==> src/rtl/lstm_seq_ctrl.sv <==
// lstm_seq_ctrl: walks an LSTM stack slot by slot (slot = layer*NUM_DIRECTIONS + dir).
// For each slot it loads that slot's weight, bias and scale base addresses, pulses layer_rdy
// to the layer engine, waits for layer_done, and pulses lstm_done after the last slot.
// Optional feature: define LSTM_SEQ_TIMEOUT_EN to add a per-slot RUN timeout
// (input timeout_limit, sticky output err_timeout).
module lstm_seq_ctrl #(
    parameter int unsigned NUM_LAYERS     = 2,
    parameter int unsigned NUM_DIRECTIONS = 2,
    parameter int unsigned SRAM8192_AW    = 13,
    parameter int unsigned SRAM1024_AW    = 10,
    parameter int unsigned TO_W           = 16,
    localparam int unsigned NS     = NUM_LAYERS * NUM_DIRECTIONS,
    localparam int unsigned SLOT_W = (NS > 1) ? $clog2(NS) : 1,
    localparam int unsigned LW     = (NUM_LAYERS > 1) ? $clog2(NUM_LAYERS) : 1,
    localparam int unsigned DW     = (NUM_DIRECTIONS > 1) ? $clog2(NUM_DIRECTIONS) : 1
) (
    input  logic                      wclk,
    input  logic                      rst_n,
    input  logic                      lstm_rdy,
    input  logic                      abort,
    input  logic                      layer_done,
    input  logic [NS*SRAM8192_AW-1:0] addr_w_init_all,
    input  logic [NS*SRAM8192_AW-1:0] addr_u_init_all,
    input  logic [NS*SRAM1024_AW-1:0] addr_b_init_all,
    input  logic [NS*SRAM1024_AW-1:0] addr_scales_init_all,
`ifdef LSTM_SEQ_TIMEOUT_EN
    input  logic [TO_W-1:0]           timeout_limit,
    output logic                      err_timeout,
`endif
    output logic [SRAM8192_AW-1:0]    addr_lstm_w_init,
    output logic [SRAM8192_AW-1:0]    addr_lstm_u_init,
    output logic [SRAM1024_AW-1:0]    addr_lstm_b_init,
    output logic [SRAM1024_AW-1:0]    addr_lstm_scales_init,
    output logic                      layer_rdy,
    output logic [LW-1:0]             layer_idx,
    output logic [DW-1:0]             dir_idx,
    output logic [1:0]                lstm_top_state,
    output logic                      busy,
    output logic                      lstm_done
);

    localparam logic [1:0] ST_IDLE = 2'd0;
    localparam logic [1:0] ST_LOAD = 2'd1;
    localparam logic [1:0] ST_RUN  = 2'd2;
    localparam logic [1:0] ST_DONE = 2'd3;

    localparam logic [SLOT_W-1:0] SLOT_LAST = SLOT_W'(NS - 1);

    logic [1:0]             state_q, state_d;
    logic [SLOT_W-1:0]      slot_q, slot_d;
    logic [SRAM8192_AW-1:0] w_q, w_d, u_q, u_d;
    logic [SRAM1024_AW-1:0] b_q, b_d, s_q, s_d;
    logic                   layer_rdy_q, layer_rdy_d;
    logic                   lstm_done_q, lstm_done_d;
    logic                   busy_q, busy_d;
    logic [LW-1:0]          layer_idx_q, layer_idx_d;
    logic [DW-1:0]          dir_idx_q, dir_idx_d;

    logic [SRAM8192_AW-1:0] sel_w, sel_u;
    logic [SRAM1024_AW-1:0] sel_b, sel_s;

`ifdef LSTM_SEQ_TIMEOUT_EN
    localparam int unsigned TO_W1 = TO_W + 1;

    logic [TO_W-1:0] to_cnt_q, to_cnt_d;
    logic            err_q, err_d;
    logic            to_hit;

    // A slot times out on its timeout_limit-th RUN cycle if layer_done has not arrived
    always_comb begin
        to_hit = (timeout_limit != '0)
              && ((TO_W1'(to_cnt_q) + TO_W1'(1)) >= TO_W1'(timeout_limit));
    end
`else
    // TO_W only sizes the optional timeout counter
    if (TO_W == 0) begin : g_to_w_unused
    end
`endif

    // Sequencer next state: slot advance, abort and (optional) timeout handling
    always_comb begin
        state_d = state_q;
        slot_d  = slot_q;
`ifdef LSTM_SEQ_TIMEOUT_EN
        to_cnt_d = to_cnt_q;
        err_d    = err_q;
`endif
        case (state_q)
            ST_IDLE: begin
                if (lstm_rdy && !abort) begin
                    state_d = ST_LOAD;
                    slot_d  = '0;
`ifdef LSTM_SEQ_TIMEOUT_EN
                    err_d   = 1'b0;
`endif
                end
            end
            ST_LOAD: begin
                state_d = ST_RUN;
`ifdef LSTM_SEQ_TIMEOUT_EN
                to_cnt_d = '0;
`endif
            end
            ST_RUN: begin
`ifdef LSTM_SEQ_TIMEOUT_EN
                to_cnt_d = to_cnt_q + TO_W'(1);
`endif
                if (layer_done) begin
                    if (slot_q == SLOT_LAST) begin
                        state_d = ST_DONE;
                    end else begin
                        state_d = ST_LOAD;
                        slot_d  = slot_q + SLOT_W'(1);
                    end
                end
`ifdef LSTM_SEQ_TIMEOUT_EN
                else if (to_hit && !abort) begin
                    state_d = ST_IDLE;
                    slot_d  = '0;
                    err_d   = 1'b1;
                end
`endif
            end
            ST_DONE: begin
                state_d = ST_IDLE;
                slot_d  = '0;
            end
            default: begin
                state_d = ST_IDLE;
                slot_d  = '0;
            end
        endcase
        // Abort wins over everything else once a sequence is in flight
        if (abort && (state_q != ST_IDLE)) begin
            state_d = ST_IDLE;
            slot_d  = '0;
        end
    end

    // Decode the next slot into its base addresses and layer/direction indices
    always_comb begin
        sel_w       = '0;
        sel_u       = '0;
        sel_b       = '0;
        sel_s       = '0;
        layer_idx_d = '0;
        dir_idx_d   = '0;
        for (int unsigned l = 0; l < NUM_LAYERS; l++) begin
            for (int unsigned d = 0; d < NUM_DIRECTIONS; d++) begin
                if (slot_d == SLOT_W'(l * NUM_DIRECTIONS + d)) begin
                    sel_w       = addr_w_init_all[(l*NUM_DIRECTIONS+d)*SRAM8192_AW +: SRAM8192_AW];
                    sel_u       = addr_u_init_all[(l*NUM_DIRECTIONS+d)*SRAM8192_AW +: SRAM8192_AW];
                    sel_b       = addr_b_init_all[(l*NUM_DIRECTIONS+d)*SRAM1024_AW +: SRAM1024_AW];
                    sel_s       = addr_scales_init_all[(l*NUM_DIRECTIONS+d)*SRAM1024_AW +: SRAM1024_AW];
                    layer_idx_d = LW'(l);
                    dir_idx_d   = DW'(d);
                end
            end
        end
    end

    // Output next values; addresses follow slot 0 in IDLE, latch on LOAD, hold otherwise
    always_comb begin
        w_d         = w_q;
        u_d         = u_q;
        b_d         = b_q;
        s_d         = s_q;
        layer_rdy_d = (state_q == ST_LOAD) && (state_d == ST_RUN);
        lstm_done_d = (state_d == ST_DONE);
        busy_d      = (state_d != ST_IDLE);
        if ((state_d == ST_IDLE) || (state_d == ST_LOAD)) begin
            w_d = sel_w;
            u_d = sel_u;
            b_d = sel_b;
            s_d = sel_s;
        end
    end

    // State and output registers
    always_ff @(posedge wclk or negedge rst_n) begin
        if (!rst_n) begin
            state_q     <= ST_IDLE;
            slot_q      <= '0;
            w_q         <= '0;
            u_q         <= '0;
            b_q         <= '0;
            s_q         <= '0;
            layer_rdy_q <= 1'b0;
            lstm_done_q <= 1'b0;
            busy_q      <= 1'b0;
            layer_idx_q <= '0;
            dir_idx_q   <= '0;
        end else begin
            state_q     <= state_d;
            slot_q      <= slot_d;
            w_q         <= w_d;
            u_q         <= u_d;
            b_q         <= b_d;
            s_q         <= s_d;
            layer_rdy_q <= layer_rdy_d;
            lstm_done_q <= lstm_done_d;
            busy_q      <= busy_d;
            layer_idx_q <= layer_idx_d;
            dir_idx_q   <= dir_idx_d;
        end
    end

`ifdef LSTM_SEQ_TIMEOUT_EN
    // Timeout counter and sticky error flag
    always_ff @(posedge wclk or negedge rst_n) begin
        if (!rst_n) begin
            to_cnt_q <= '0;
            err_q    <= 1'b0;
        end else begin
            to_cnt_q <= to_cnt_d;
            err_q    <= err_d;
        end
    end

    assign err_timeout = err_q;
`endif

    assign addr_lstm_w_init      = w_q;
    assign addr_lstm_u_init      = u_q;
    assign addr_lstm_b_init      = b_q;
    assign addr_lstm_scales_init = s_q;
    assign layer_rdy             = layer_rdy_q;
    assign lstm_done             = lstm_done_q;
    assign busy                  = busy_q;
    assign layer_idx             = layer_idx_q;
    assign dir_idx               = dir_idx_q;
    assign lstm_top_state        = state_q;

endmodule
==> config.mk <==
export PLATFORM = sky130hd
export DESIGN_NAME = lstm_seq_ctrl
export DESIGN_NICKNAME = d
export VERILOG_FILES = /design/src/rtl/lstm_seq_ctrl.sv
export SDC_FILE = /design/constraint.sdc
export NUM_CORES = 1
export LEC_CHECK = 0
export BUFFER_PORTS_ARGS = -buffer_cell sky130_fd_sc_hd__buf_2
export CORE_MARGIN = 2
export CORE_UTILIZATION = 30
export DETAILED_ROUTE_END_ITERATION = 7
export PLACE_DENSITY_LB_ADDON = 0.2
export SYNTH_ARGS = -nofsm -noshare
export SYNTH_HDL_FRONTEND = slang
export SYNTH_SLANG_ARGS = --single-unit
==> constraint.sdc <==
create_clock -name wclk -period 1.94 [get_ports wclk]
set_input_delay 0.194 -clock wclk [delete_from_list [all_inputs] [get_ports wclk]]
set_output_delay 0.194 -clock wclk [all_outputs]
set_load 0.005 [all_outputs]
==> impl_metrics.tcl <==
set metrics [dict create \
    yosys_warnings 0 \
    ff_latch_area_sq_um 1350 \
    crit_arrival_ps 2090 \
    netlist_instances 324 \
    place_congestion 0.818 \
    syn_to_final_growth_pct 69.9 \
    grt-ovfl-total 0 \
    drtAntennaViolNets 0 \
    path_class "reg -> reg" \
    ys_ff_latch 54 \
    worstPathCellList "buf_6 -> nand2b_4 -> or3_4 -> and2_4 -> clkinv_8 -> buf_12 -> buf_16 -> mux2i_1 -> o211ai_2" \
    postRouteWirelength_microns 13600 \
    vias_per_cell 5.36 \
    crit_family "simple AND/OR/NAND/NOR gates" \
    cp-end-kind "register" \
    drive_above_1_share_pct 69.8 \
    async_reset_ff_share_pct 100 \
    fin_crit_ps 1920 \
    die_h_microns 112 \
    min_delay_path_depth 3 \
    finalHoldViolations 0 \
    n_fill_cell 1039 \
    cts_tree "yes" \
    finalWorstSetupSlack_ps 19.5 \
    crit_required_ps 2110 \
    synth_area_per_cell_sq_um 10.9 \
    leakage_uw 0.00272 \
    cts_sinks 54 \
    hp-class "in -> reg" \
    ys_top_cells_by_count "dfrtp_1 (54), mux2i_1 (31), a32oi_1 (29), nand3_1 (29), o211ai_2 (24)" \
    ios 242 \
    synth-main-ff-cell "dfrtp_1" \
    period_share_pct 99.0 \
    rows 39 \
    clock.fmax_mhz 521 \
    clk_pin_slew_ps 70 \
    final_cells 733 \
    yosys.area.top_type "dfrtp_1" \
    coreArea_sq_um 11400 \
    synth_cell_types 39 \
    first_pass_iters 4 \
    cts_made_buffers 5 \
    placed_area_sq_um 5010 \
    syn_nets 513 \
    grt_pass1_vias 4062 \
    multi_input_area_sq_um 2210 \
    vias 3928 \
    cp_max_fo 7 \
    die_area_sq_um 12600 \
    diodes 0 \
    drv_cap 0 \
    cts_max_level 2 \
    track_usage_pct 19.2 \
    synth.cell_area_sq_um 3520 \
    power_uw 3460 \
    crit_path_max_incr_delay_ps 450 \
    skew_ps 5.06 \
    rsz0062_at_grt "true" \
    cts_root_buffer "clkbuf_16" \
    post-place-ws_ps -92.4 \
    path_buf_inv 4 \
    final_max_slew_viol_count 0 \
    rr_worst_depth 9 \
    initial_utilization_pct 30.8 \
    ir_drop_mv 0.484 \
    status "finished, final reports clean" \
    clockBufferDepth 2 \
    clk_latency_ps 290 \
    synth-seq-area-share_pct 38.4 \
    design_area_sq_um 5970 \
    dieWidth_microns 112 \
    worst-path-stages 9 \
    r2r_slack_ps 20 \
    relSlewSlack_pct 63.5 \
    yosysMostFrequentCell "dfrtp_1" \
    portBuffers 241 \
    grt_pass1_wl_microns 19700 \
    dp.final_hpwl_microns 9170 \
    synth_top_area_share_pct 38.4 \
    setup_viol 0 \
    dp.cells 702 \
    drtIter0Drc 181 \
    tightest_slew_ps 547 \
    ys_top_cells_by_area "dfrtp_1 (38%), mux2i_1 (8.8%), o211ai_2 (8.5%)" \
    fin_nets 778 \
    drc 0 \
    cp_slowest_cell "dfrtp_2" \
    antenna_found_initial 0 \
    postLayoutCoreUtil_pct 52.3 \
    power_density_nw_per_um2 579 \
    grt_start_max_net_pins 39 \
    detail_route.wl_per_cell_microns 18.6 \
    cp-start-kind "register" \
    synth_edf_count 0 \
]
==> path summary, 6_finish.rpt <==
path,startpoint,end
setup / recovery,lstm_top_state[1],addr_lstm_scales_init[7]
hold / removal,addr_w_init_all[40],addr_lstm_w_init[1]
setup reg to reg,lstm_top_state[1],addr_lstm_scales_init[7]
hold reg to reg,addr_lstm_u_init[1],addr_lstm_u_init[1]
max in group asynchronous,rst_n,addr_lstm_scales_init[9]
min in group asynchronous,rst_n,addr_lstm_w_init[0]
==> what timing repair did <==
item / CTS / global route
endpoints found under the hold margin: 20 / 0
gates resized for setup: 13 / 68
setup buffers: 7 / 5
pin swaps: 4 / 3
setup endpoints to repair: 46 / 46
gates cloned: 4 / 7
hold buffers: 1 / 0
==> worst min-delay path: stages <==
cell      delay, ps
buf_2            90
inv_1            50
a211oi_2         50
==> state kept, by name, summed over array words and instances, names as in the netlist <==
signal / cells
layer_idx: 1
slot_q: 1
addr_lstm_b_init: 10
lstm_top_state: 2
busy: 1
addr_lstm_w_init: 13
layer_rdy: 1
addr_lstm_u_init: 13
addr_lstm_scales_init: 10
lstm_done: 1
dir_idx: 1
==> layout by cell type (no fill, tap or decap), drive strengths merged <==
cell type    synthesis  routed
buf                 23     287
dfrtp               54      54
a211oi              34      34
mux2i               31      31
o211ai              30      30
nand3               29      29
a32oi               29      29
inv                 22      22
o32ai               19      19
and3                17      17
clkbuf              13       9
nor2                 3       3
o21a                 2       2
nand2b               2       2
a21oi                2       2
bufinv               0       2
or3                  2       2
clkinv               0       2
nor3b                1       1
and3b                1       1
o32a                 1       1
nor3                 1       1
o21ai                1       1
and2                 1       1
a21boi               1       1
or2                  1       1
nand2                1       1
a21o                 1       1
o2111a               1       1
o2111ai              1       1
bufbuf               0       1
dlygate4sd3          0       1
==> area by class of cell <==
| cell class | count | area share, % |
|---|---|---|
| flip-flops and latches | 54 | 22.7 |
| multi-input cells | 212 | 37.1 |
| clock inverters | 3 | 1.15 |
| well taps | 143 | 3.00 |
| inverters | 22 | 1.59 |
| repair inverters | 1 | 0.189 |
| clock buffers | 5 | 2.09 |
| repair buffers | 293 | 32.2 |
==> where the power goes <==
part / internal (uW) / total, uW / switching (uW)
Combinational: 519 / 953 / 434
Sequential: 1250 / 1340 / 85.4
Clock: 743 / 1170 / 425
Total: 2510 / 3460 / 945
==> layer usage <==
metal  vias to the layer above  GRT usage (%)  share of wire, %
met3                        18           2.86               5.1
met2                       141           36.1                54
met4                         0           6.02               2.0
met1                      1940           22.2                39
li1                       1829              -                 -
met5                         -              0                 0
==> kinds of logic after synthesis <==
logic type	count (synthesis)	synth area share (%)
flip-flops	54	38.4
buffers and inverters	58	9.00
AND/OR/NAND/NOR	59	9.75
multiplexers	31	8.83
AO/OA/AOI/OAI	122	34.0
==> metrics by stage <==
step	TNS (ps)	hold slack (ps)
2_1_floorplan	-2960	-102
3_3_place_gp	-268	199
3_5_place_dp	-2340	209
4_1_cts	-56.7	134
5_1_grt	-1180	137
6_report	0	143
(Power assumes the default switching activity.)
